`config.mk`:
```
export PLATFORM = sky130hd
export DESIGN_NAME = bootram_ctrl
export DESIGN_NICKNAME = d
export VERILOG_FILES = /design/src/rtl/bootram_pkg.sv /design/src/rtl/bootram_ctrl.sv
export SDC_FILE = /design/constraint.sdc
export NUM_CORES = 1
export LEC_CHECK = 0
export ABC_CLOCK_PERIOD_IN_PS = 3700
export CORE_ASPECT_RATIO = 0.9
export CORE_UTILIZATION = 31
export CTS_CLUSTER_SIZE = 28
export DETAILED_ROUTE_END_ITERATION = 10
export GPL_TIMING_DRIVEN = 0
export PLACE_DENSITY_LB_ADDON = 0.15
export SYNTH_ARGS = -nofsm -noshare
export SYNTH_HDL_FRONTEND = slang
export SYNTH_SLANG_ARGS = --single-unit
```
`constraint.sdc`:
```
create_clock -name clk -period 3.7 [get_ports clk]
set_input_delay 1.11 -clock clk [delete_from_list [all_inputs] [get_ports clk]]
set_output_delay 1.11 -clock clk [all_outputs]
set_load 0.02 [all_outputs]
```
`src/rtl/bootram_pkg.sv`:
```
// Shared types and constants for the boot RAM controller: FSM state encoding,
// byte-lane count and the default word-address width of the 2Kx8 lanes.
package bootram_pkg;

  localparam int LANES      = 4;
  localparam int ADDR_W_DEF = 11;

  typedef enum logic [1:0] {
    IDLE = 2'd0,
    RD   = 2'd1,
    DONE = 2'd2
  } state_t;

  // An all-zero strobe marks a read on the native bus.
  function automatic logic is_write(input logic [LANES-1:0] strb);
    return |strb;
  endfunction

endpackage

```
`src/rtl/bootram_ctrl.sv`:
```
// Native-bus to four byte-lane boot RAM bridge; the RAM macros live in the parent.
// Build option: define BOOTRAM_WP_EN to write-protect (writes acked, never issued).
module bootram_ctrl
  import bootram_pkg::*;
#(
  parameter int ADDR_W = ADDR_W_DEF
) (
  input  logic              clk,
  input  logic              reset,
  input  logic              mem_valid,
  output logic              mem_ready,
  input  logic [31:0]       mem_addr,
  input  logic [31:0]       mem_wdata,
  input  logic [3:0]        mem_wstrb,
  output logic [31:0]       mem_rdata,
  output logic [ADDR_W-1:0] ram_ad,
  output logic [31:0]       ram_din,
  output logic [3:0]        ram_ce,
  output logic [3:0]        ram_wre,
  output logic              ram_oce,
  input  logic [31:0]       ram_dout
);

  state_t state_q, state_d;
  logic   rd_cap;

  // Upper/lower address bits alias by design; decode happens upstream.
`ifdef BOOTRAM_WP_EN
  logic addr_unused;
  assign addr_unused = ^{mem_addr[31:ADDR_W+2], mem_addr[1:0], mem_wstrb};
`else
  logic addr_unused;
  assign addr_unused = ^{mem_addr[31:ADDR_W+2], mem_addr[1:0]};
`endif

  assign ram_oce = 1'b1;

  // RAM strobes are combinational from IDLE so the macro samples them on the
  // same edge the FSM leaves IDLE; this is what makes read latency 3 cycles.
  always_comb begin
    state_d = state_q;
    ram_ad  = '0;
    ram_din = '0;
    ram_ce  = '0;
    ram_wre = '0;
    rd_cap  = 1'b0;
    case (state_q)
      IDLE: begin
        if (mem_valid) begin
          ram_ad = mem_addr[ADDR_W+1:2];
          if (!is_write(mem_wstrb)) begin
            ram_ce  = {LANES{1'b1}};
            state_d = RD;
          end else begin
            ram_din = mem_wdata;
`ifdef BOOTRAM_WP_EN
            ram_ce  = '0;
            ram_wre = '0;
`else
            ram_ce  = mem_wstrb;
            ram_wre = mem_wstrb;
`endif
            state_d = DONE;
          end
        end
      end
      RD: begin
        rd_cap  = 1'b1;
        state_d = DONE;
      end
      DONE:    state_d = IDLE;
      default: state_d = IDLE;
    endcase
    // Reset masks every RAM strobe immediately so no write escapes mid-reset.
    if (reset) begin
      state_d = IDLE;
      ram_ad  = '0;
      ram_din = '0;
      ram_ce  = '0;
      ram_wre = '0;
      rd_cap  = 1'b0;
    end
  end

  always_ff @(posedge clk) begin
    if (reset) begin
      state_q   <= IDLE;
      mem_rdata <= '0;
    end else begin
      state_q <= state_d;
      if (rd_cap) mem_rdata <= ram_dout;
    end
  end

  assign mem_ready = (state_q == DONE) && !reset;

endmodule

```
==> metrics <==
worst-path fanout max=10; Final Power=824.9 uW; Routed Antenna Nets=0; Final setup violation count=0; # DRC=0; yosys warns=0; Reg2Reg Launch Point=state_q[0]; hpwl dp=4666 um; Post-synth top cells=dfxtp_1 (34), and3_1 (32), nor2b_1 (32), mux2_2 (31), and2_1 (11); Hold EP=mem_rdata[11]; Worst VDD drop=0.0002052 V; Worst path max stage delay=550 ps; Reg2Reg Depth=3; grt ovf=0; worst skew pair latency=270 ps; Critical path buffers and inverters=4; Post-Route WL=5862 um; Worst Setup End Kind=primary output; final hold vios=0; gpl congestion=0.7382; TritonCTS clock tree=built; Max stage delay cell, worst path=or4_4; Fill cells=493; Num CTS Buffers=5; Synth Instances=179; vias in the first global route=1721; non-filler cells, final=420; Synth Net Count=282; minimum clock period=3628 ps; leakage power total=0.001660 uW; CP Class=in2out; RSZ-0062 raised after global routing=false; Seq/Total Area, Yosys=0.3877; Top FF cell, synth=dfxtp_1; I/O pin count=188; hold_sp=mem_rdata[11]; Starting Density=0.3282; hold slack=603.0 ps; placed instance count=410; fmax=275.6 MHz; critical path arrival=2520 ps; # diodes=0; die footprint=0.005968 mm^2; Min-Delay Path Class=reg2reg; area added between synthesis and finish=97.86%; Worst R2R Setup Slack=2200 ps; Area contributors post-synth=dfxtp_1 (39%), mux2_2 (20%), and3_1 (11%), nor2b_1 (11%), and2_1 (3.9%); Largest delay share family, worst path=simple AND/OR/NAND/NOR gates; CP cell instances=dlygate4sd2_1 > or4_4 > buf_6 > buf_6 > and3_1 > buf_4; required time worst endpoint=2590 ps; CTS clk-pin slew, worst paths=60 ps; Initial DRC Count=35; initial antenna violation count=0; most common cell in the synthesized netlist=dfxtp_1; post-layout util=0.6494; top-area cell type share of the netlist area=0.3877; hold-critical path depth=2; Synth Cell Area=0.001755 mm^2; post-route cell area=0.003473 mm^2; Avg WL per Cell=13.96 um; vias per std cell=4.402; syn avg cell area=9.807 um^2; largest net degree at the start of global routing=11; row cnt=25; Power Dens Cells=237.5 mW/mm^2; share of cells above drive strength 1=0.2890; Slew Viols, Final=0; number of synthesized flops with an enable pin=0; register bit total from synthesis=34; Distinct cells, synth=20; port bufs=164; clock sink total=34; run status=finished, final reports clean; clock root cell=clkbuf_8; maxcap violations=0; startpoint types=primary input; Post-DP Area=0.003481 mm^2; fin nets=456; ys async rst share=0; Clock Skew=4.222 ps; dominant cell type by area after synthesis=dfxtp_1; period utilisation layout=0.9806; worst r2r dst=mem_rdata[21]; TritonRoute pass-1 iters=2; vias after detailed routing=1849; H-tree lvl count=2; CP most frequent cell=buf_6; first-pass GRT wire length=8473 um; CTS Buffer Depth=2; die width=81.32 um; GRT Resource Usage Total=0.1859; core footprint=0.005349 mm^2; Die Ht=73.39 um
worst register-to-register path: stages (launching register included):
cell and delay (ps):
dfxtp_1 410, nor3b_4 360, buf_4 260, mux2_2 360
cell families (layout without fill, tap and decap cells):
group	count (synthesis)	count (layout)	share of synthesized area
compound gates	5	5	0.01639
buf+inv	21	195	0.06771
flops	34	34	0.3877
mux	32	32	0.2053
other cells	1	1	0.002136
simple gates	86	86	0.3207
power breakdown:
part | internal, uW | switching (uW) | leakage [uW]
Sequential | 369 | 2.30 | 0.000274
Combinational | 122 | 80.6 | 0.00135
Clock | 129 | 122 | 0.0000383
Total | 620 | 204 | 0.00166
registers in the layout, indices dropped and copies added, names as in the netlist:
signal     flops
state_q        2
mem_rdata     32
layer usage:
| metal | vias up | share of wire | track usage |
|---|---|---|---|
| li1 | 944 | - | - |
| met1 | 843 | 0.44 | 0.2362 |
| met2 | 59 | 0.49 | 0.3046 |
| met3 | 3 | 0.072 | 0.06832 |
| met4 | 0 | 0.0019 | 0.02778 |
| met5 | - | 0 | 0 |
timing repair:
| action | 4_1_cts | 5_1_grt |
|---|---|---|
| pin swaps | 1 | 1 |
| cloned | 1 | 0 |
| hold buffers | 0 | 0 |
| resized for setup | 190 | 10 |
| setup endpoints to repair | 51 | 43 |
| setup buffers | 2 | 0 |
per-stage QoR:
step | setup slack (ps) | setup TNS [ps]
6_report | 71.76 | 0
5_1_grt | 24.19 | 0
4_1_cts | -0.6655 | -0.6655
3_5_place_dp | -528.7 | -23270
3_3_place_gp | -522.2 | -23770
2_1_floorplan | 340.5 | 0
cells in the final DEF (no fill, tap or decap), types with 8 or more instances in the layout:
master / netlist / layout
dfxtp_1: 34 / 34
and2_1: 11 / 11
mux2_2: 31 / 31
dlygate4sd2_1: 0 / 12
buf_2: 2 / 31
buf_4: 4 / 9
clkbuf_8: 0 / 8
and3_1: 32 / 29
nor2b_1: 32 / 32
clkdlybuf4s50_1: 0 / 108
final cells by class:
| class | count | area [um^2] | share of cell area |
|---|---|---|---|
| tap | 67 | 83.83 | 0.02414 |
| multi-input combinational | 124 | 970.9 | 0.2795 |
| clock buffer | 7 | 76.32 | 0.02197 |
| timing repair buffer | 167 | 1505 | 0.4334 |
| sequential | 34 | 680.7 | 0.1960 |
| buffer | 17 | 141.4 | 0.04071 |
| inverter | 4 | 15.01 | 0.004323 |
how the worst max path moves through the flow:
stage	depth (start not counted)	startpoint	to
detailed placement	5	mem_wstrb[0]	ram_ce[3]
finish	6	mem_wstrb[1]	ram_din[12]
floorplan	4	reset	ram_ce[0]
global placement	5	mem_valid	ram_din[15]
global route	6	mem_wstrb[1]	ram_din[16]
CTS	6	mem_wstrb[0]	ram_din[12]
(Power assumes the default switching activity.)
